<file path="src/rtl/bram_rd_pkg.sv">
// Shared types and helpers for the BRAM read-port arbiter.
package bram_rd_pkg;

  typedef enum logic [1:0] {
    IDLE   = 2'd0,
    BUSY   = 2'd1,
    RETIRE = 2'd2
  } state_t;

  localparam int BRAM_ADDR_W = 13;
  localparam int BRAM_DATA_W = 32;

  // Round-robin winner for up to 8 lanes: requests above the last owner take
  // priority, otherwise fall back to the lowest requesting lane.
  function automatic logic [2:0] rr_next(input logic [7:0] req,
                                         input logic [7:0] lanes,
                                         input logic [2:0] last);
    logic [7:0] hi;
    logic [7:0] masked;
    logic [7:0] live;
    logic [2:0] res;
    res  = 3'd0;
    live = req & lanes;
    for (int i = 0; i < 8; i++) begin
      hi[i] = (3'(i) > last);
    end
    masked = live & hi;
    if (|masked) begin
      for (int i = 7; i >= 0; i--) begin
        if (masked[i]) res = 3'(i);
      end
    end else begin
      for (int i = 7; i >= 0; i--) begin
        if (live[i]) res = 3'(i);
      end
    end
    return res;
  endfunction

endpackage

</file>
<file path="src/rtl/bram_rd_arbiter_rr_pick.sv">
// Combinational round-robin selector: one-hot and index of the next owner.
module rr_pick
  import bram_rd_pkg::*;
#(
  parameter int N_REQ = 3,
  parameter int IDX_W = 2
) (
  input  logic [N_REQ-1:0] i_req,
  input  logic [IDX_W-1:0] i_last,
  output logic [N_REQ-1:0] o_onehot,
  output logic [IDX_W-1:0] o_idx
);

  localparam logic [7:0] LANES = 8'((1 << N_REQ) - 1);

  logic [7:0] req8;
  logic [2:0] win;

  always_comb begin
    req8             = '0;
    req8[N_REQ-1:0]  = i_req;
    win              = rr_next(req8, LANES, 3'(i_last));
    o_idx            = IDX_W'(win);
    o_onehot         = '0;
    for (int k = 0; k < N_REQ; k++) begin
      o_onehot[k] = (|i_req) && (win == 3'(k));
    end
  end

endmodule

</file>
<file path="src/rtl/bram_rd_arbiter.sv">
// Round-robin arbiter sharing one trig/done BRAM read port among N_REQ requesters.
// Optional BUSY watchdog enabled by defining BRAM_RD_TIMEOUT_EN.
module bram_rd_arbiter
  import bram_rd_pkg::*;
#(
  parameter int N_REQ   = 3,
  parameter int ADDR_W  = BRAM_ADDR_W,
  parameter int DATA_W  = BRAM_DATA_W,
  parameter int TIMEOUT = 64
) (
  input  logic                    i_clk,
  input  logic                    i_rstn,
  input  logic [N_REQ-1:0]        i_req_trig,
  input  logic [N_REQ*ADDR_W-1:0] i_req_addr,
  output logic [N_REQ-1:0]        o_req_done,
  output logic [DATA_W-1:0]       o_req_data,
  output logic [N_REQ-1:0]        o_grant,
  output logic                    o_bram_trig,
  output logic [ADDR_W-1:0]       o_bram_addr,
  input  logic [DATA_W-1:0]       i_bram_data,
  input  logic                    i_bram_done,
  output logic                    o_timeout_err
);

  localparam int IDX_W = $clog2(N_REQ);

  state_t              state_q, state_d;
  logic [IDX_W-1:0]    last_q, last_d;
  logic [N_REQ-1:0]    grant_q, grant_d;
  logic [N_REQ-1:0]    done_q, done_d;
  logic [DATA_W-1:0]   data_q, data_d;
  logic [ADDR_W-1:0]   addr_q, addr_d;
  logic                trig_q, trig_d;

  logic [N_REQ-1:0]    pick_oh;
  logic [IDX_W-1:0]    pick_idx;
  logic [ADDR_W-1:0]   addr_sel;
  logic                owner_trig;

`ifdef BRAM_RD_TIMEOUT_EN
  localparam int CNT_W = ($clog2(TIMEOUT + 1) > 8) ? $clog2(TIMEOUT + 1) : 8;
  logic [CNT_W-1:0]    cnt_q, cnt_d;
  logic                terr_q, terr_d;
`else
  // TIMEOUT only matters in the watchdog build.
  logic                unused_timeout;
  assign unused_timeout = (TIMEOUT != 0);
`endif

  rr_pick #(
    .N_REQ (N_REQ),
    .IDX_W (IDX_W)
  ) u_rr_pick (
    .i_req    (i_req_trig),
    .i_last   (last_q),
    .o_onehot (pick_oh),
    .o_idx    (pick_idx)
  );

  always_comb begin
    addr_sel = '0;
    for (int k = 0; k < N_REQ; k++) begin
      if (pick_oh[k]) addr_sel = i_req_addr[k*ADDR_W +: ADDR_W];
    end
  end

  assign owner_trig = |(i_req_trig & grant_q);

  always_comb begin
    state_d = state_q;
    last_d  = last_q;
    grant_d = grant_q;
    done_d  = done_q;
    data_d  = data_q;
    addr_d  = addr_q;
    trig_d  = trig_q;
`ifdef BRAM_RD_TIMEOUT_EN
    cnt_d   = cnt_q;
    terr_d  = 1'b0;
`endif
    case (state_q)
      IDLE: begin
        if (|i_req_trig) begin
          grant_d = pick_oh;
          addr_d  = addr_sel;
          trig_d  = 1'b1;
          last_d  = pick_idx;
          state_d = BUSY;
`ifdef BRAM_RD_TIMEOUT_EN
          cnt_d   = '0;
`endif
        end
      end
      BUSY: begin
`ifdef BRAM_RD_TIMEOUT_EN
        cnt_d = cnt_q + 1'b1;
`endif
        // A dropped owner trig beats a same-cycle done: no data, no done.
        if (!owner_trig) begin
          trig_d  = 1'b0;
          state_d = RETIRE;
        end else if (i_bram_done) begin
          data_d  = i_bram_data;
          done_d  = grant_q;
          trig_d  = 1'b0;
          state_d = RETIRE;
        end
`ifdef BRAM_RD_TIMEOUT_EN
        else if (cnt_q == CNT_W'(TIMEOUT - 1)) begin
          trig_d  = 1'b0;
          terr_d  = 1'b1;
          state_d = RETIRE;
        end
`endif
      end
      RETIRE: begin
        // One trig-low cycle lets the BRAM-side latency counter re-arm.
        done_d  = '0;
        grant_d = '0;
        state_d = IDLE;
      end
      default: begin
        state_d = IDLE;
        grant_d = '0;
        done_d  = '0;
        trig_d  = 1'b0;
      end
    endcase
  end

  always_ff @(posedge i_clk or negedge i_rstn) begin
    if (!i_rstn) begin
      state_q <= IDLE;
      last_q  <= IDX_W'(N_REQ - 1);
      grant_q <= '0;
      done_q  <= '0;
      data_q  <= '0;
      addr_q  <= '0;
      trig_q  <= 1'b0;
`ifdef BRAM_RD_TIMEOUT_EN
      cnt_q   <= '0;
      terr_q  <= 1'b0;
`endif
    end else begin
      state_q <= state_d;
      last_q  <= last_d;
      grant_q <= grant_d;
      done_q  <= done_d;
      data_q  <= data_d;
      addr_q  <= addr_d;
      trig_q  <= trig_d;
`ifdef BRAM_RD_TIMEOUT_EN
      cnt_q   <= cnt_d;
      terr_q  <= terr_d;
`endif
    end
  end

  assign o_req_done  = done_q & i_req_trig;
  assign o_req_data  = data_q;
  assign o_grant     = grant_q;
  assign o_bram_trig = trig_q;
  assign o_bram_addr = addr_q;
`ifdef BRAM_RD_TIMEOUT_EN
  assign o_timeout_err = terr_q;
`else
  assign o_timeout_err = 1'b0;
`endif

endmodule
</file>
<file path="config.mk">
export PLATFORM = sky130hd
export DESIGN_NAME = bram_rd_arbiter
export DESIGN_NICKNAME = d
export VERILOG_FILES = /design/src/rtl/bram_rd_pkg.sv /design/src/rtl/bram_rd_arbiter_rr_pick.sv /design/src/rtl/bram_rd_arbiter.sv
export SDC_FILE = /design/constraint.sdc
export NUM_CORES = 1
export LEC_CHECK = 0
export CORE_MARGIN = 3
export CORE_UTILIZATION = 35
export DETAILED_ROUTE_END_ITERATION = 6
export GPL_TIMING_DRIVEN = 0
export MAX_ROUTING_LAYER = met4
export PLACE_DENSITY = 0.69
export RECOVER_POWER = 25
export REMOVE_ABC_BUFFERS = 1
export SYNTH_ARGS = -nofsm -noshare
export SYNTH_HDL_FRONTEND = slang
export SYNTH_HIERARCHICAL = 1
export SYNTH_SLANG_ARGS = --single-unit
</file>
<file path="constraint.sdc">
create_clock -name i_clk -period 2.48 [get_ports i_clk]
set_input_delay 0.248 -clock i_clk [delete_from_list [all_inputs] [get_ports i_clk]]
set_output_delay 0.248 -clock i_clk [all_outputs]
set_load 0.005 [all_outputs]
</file>
==> metrics <==
status completed; crit path max fanout 27; clock buffer depth 2; Most used DFF post-synth dfrtp_1; top cell type's share of synthesized area 0.509; synth top area cells dfrtp_1 (51%), mux2_4 (17%), mux2_2 (7.1%); cts bufs inserted 5; register area 1400 um^2; critical path type flip-flop to flip-flop; RSZ-0062 raised after global routing no; final core occ 0.587; Worst R2R Start last_q[1]$_DFFE_PN1P_; maximum VDD drop 0.454 mV; full die area 8810 um^2; CTS Sinks 56; H-tree Lvls 2; top cells by count, synth dfrtp_1 (55), mux2_4 (30), a21oi_1 (29); Psw 1270 uW; DR vias 2125; number of synthesized flops with an enable pin 0; Setup TNS Final 0 ps; asr flop ratio synth 1.00; Hold Vio Cnt, Final 0; Top Ports 130; number of vias per cell 4.81; average routed wire per standard cell 15.3 um; Worst Tran Pin Value 1290 ps; First-pass DRT Iterations 4; DIE WIDTH 93.9 um; final setup skew 4.06 ps; Reg power frac 0.359; # DRC 0; Hold Crit Class flip-flop to flip-flop; Yosys warnings 6; Final ANT Viol Nets 0; CP Capture Type flip-flop; beginning of the worst hold path o_bram_trig$_DFFE_PN0P_; Final setup viols 0; Fill cells 629; die height 93.9 um; startpoint types flip-flop; ANT cells 0; critical path launch point last_q[1]$_DFFE_PN1P_; Total Routed Length 6740 um; Initial Utilization 0.367; area of the core 7370 um^2; Int Pwr 3230 uW; Post-Syn Area 2700 um^2; Required @ worst endpoint 2670 ps; area delta synth->final 60.0%; max cap viols 0; cell row count 31; vias in the first global route 2248; clock slew at the register clock pins of the worst setup and hold paths 100 ps; Clk pwr share 0.130; Routability Congestion 0.694; synthesized instance count 206; distinct cell type count after synthesis 31; sw frac 0.282; nets 419; initial detailed-routing violation count 54; area occupied by multi-input gates 1230 um^2; Tot GR Track Use 0.161; post-synthesis sequential area ratio 0.519; LEAKAGE 0.00178 uW; CTS tree done; Final period util 0.898; initial antenna violation count 0; most common cell in the netlist dfrtp_1; Combinational Power Share 0.511; first-pass GRT wire length 11000 um; max_slew headroom 0.138; crit path DAT 2420 ps; Skew-Pair Late Insertion Delay 300 ps; crit path time final 2230 ps; Yosys top cell by area dfrtp_1; final-report max-slew violation count 0; largest net degree at the start of global routing 36; I/O Buffers 128; FF+latch count, synth 56; Mean Syn Cell Area 13.1 um^2; max frequency 0.449 GHz; PD cells 1040 nW/um^2; layout cell share with drive strength beyond 1 0.224; dpl hpwl 4890 um; total grt overflow 0; Root Buffer clkbuf_8
final cells by class:
| cell class | instances | area share |
|---|---|---|
| clock buffers | 7 | 0.0177 |
| clock inverters | 1 | 0.00695 |
| inverters | 1 | 0.000868 |
| well taps | 99 | 0.0287 |
| repair buffers | 142 | 0.336 |
| multi-input cells | 136 | 0.286 |
| flip-flops and latches | 56 | 0.324 |
placed cells by master (no fill, tap or decap), types with 2 or more instances in the layout:
cell             synthesis  layout
clkdlybuf4s50_1          0     127
dfrtp_1                 55      55
mux2_4                  30      30
a21oi_1                 29      29
mux2_2                  17      17
nand3b_1                13      13
nor2b_1                 13      13
buf_4                    2       8
clkbuf_8                 0       5
and2_1                   3       3
or3b_2                   3       3
o21ai_0                  3       3
a22o_1                   3       3
clkbuf_1                 7       3
nand2_1                  2       2
nor3_1                   3       2
o31ai_1                  3       2
nor2_1                   2       2
buf_16                   0       2
buf_12                   0       2
a32o_1                   2       2
sequential cells by signal, summed over array words and instances (netlist names):
name,flops
done_q,3
last_q,2
o_bram_addr,13
o_bram_trig,1
o_grant,3
o_req_data,32
state_q,2
cell families (layout without fill, tap and decap cells):
| group | Yosys count | count (layout) | share of synthesized area |
|---|---|---|---|
| other | 1 | 1 | 0.00139 |
| buffers and inverters | 14 | 151 | 0.0310 |
| AND/OR/NAND/NOR | 45 | 45 | 0.116 |
| flip-flops | 56 | 56 | 0.519 |
| AO/OA/AOI/OAI | 43 | 43 | 0.0949 |
| multiplexers | 47 | 47 | 0.237 |
final timing paths:
| check | to | slack (ps) | cells after the start |
|---|---|---|---|
| worst max-delay path | o_bram_addr[4]$_DFFE_PN0P_ | 250 | 5 |
| min in group asynchronous | o_bram_addr[0]$_DFFE_PN0P_ | 760 | 2 |
| max in group asynchronous | last_q[1]$_DFFE_PN1P_ | 870 | 3 |
| worst min-delay path | o_bram_trig$_DFFE_PN0P_ | 510 | 1 |
| worst min register to register | o_bram_trig$_DFFE_PN0P_ | 510 | 1 |
| worst max register to register | o_bram_addr[4]$_DFFE_PN0P_ | 250 | 5 |
metal layers:
layer,up-vias,wire (um),GRT usage
met5,-,0,-
met4,0,58,0.0325
met3,5,485,0.0321
met2,89,3150,0.260
met1,1023,3050,0.213
li1,1008,-,-
metrics by stage:
step	instances	power (uW)	setup slack, ps	instance area, um^2	hold slack (ps)
2_1_floorplan	193	2670	-166	2620	-47.6
3_3_place_gp	420	3810	-1340	4030	485
3_5_place_dp	424	3890	-565	4130	270
4_1_cts	435	4540	37.1	4260	484
5_1_grt	442	4810	105	4320	532
6_report	442	4500	254	4320	510
power groups by stage:
| stage | clock [uW] | combinational, uW | sequential (uW) |
|---|---|---|---|
| 2_1_floorplan | 0 | 1050 | 1630 |
| 3_3_place_gp | 0 | 2200 | 1610 |
| 3_5_place_dp | 0 | 2270 | 1620 |
| 4_1_cts | 608 | 2300 | 1620 |
| 5_1_grt | 646 | 2480 | 1690 |
| 6_report | 585 | 2300 | 1620 |
what timing repair did:
item	4_1_cts	5_1_grt
pin swaps	1	1
resized for setup	0	0
endpoints found under the setup margin	23	12
cloned	0	0
setup buffers	2	7
endpoints found under the hold margin	21	0
hold buffers	1	0
critical path: stages, from the launching register on:
cell and delay [ps]:
dfstp_2 560, and2b_2 260, o31ai_4 750, nand3b_1 210, a21oi_1 70, mux2_2 260
No activity file was read; power rests on OpenSTA's default activity.
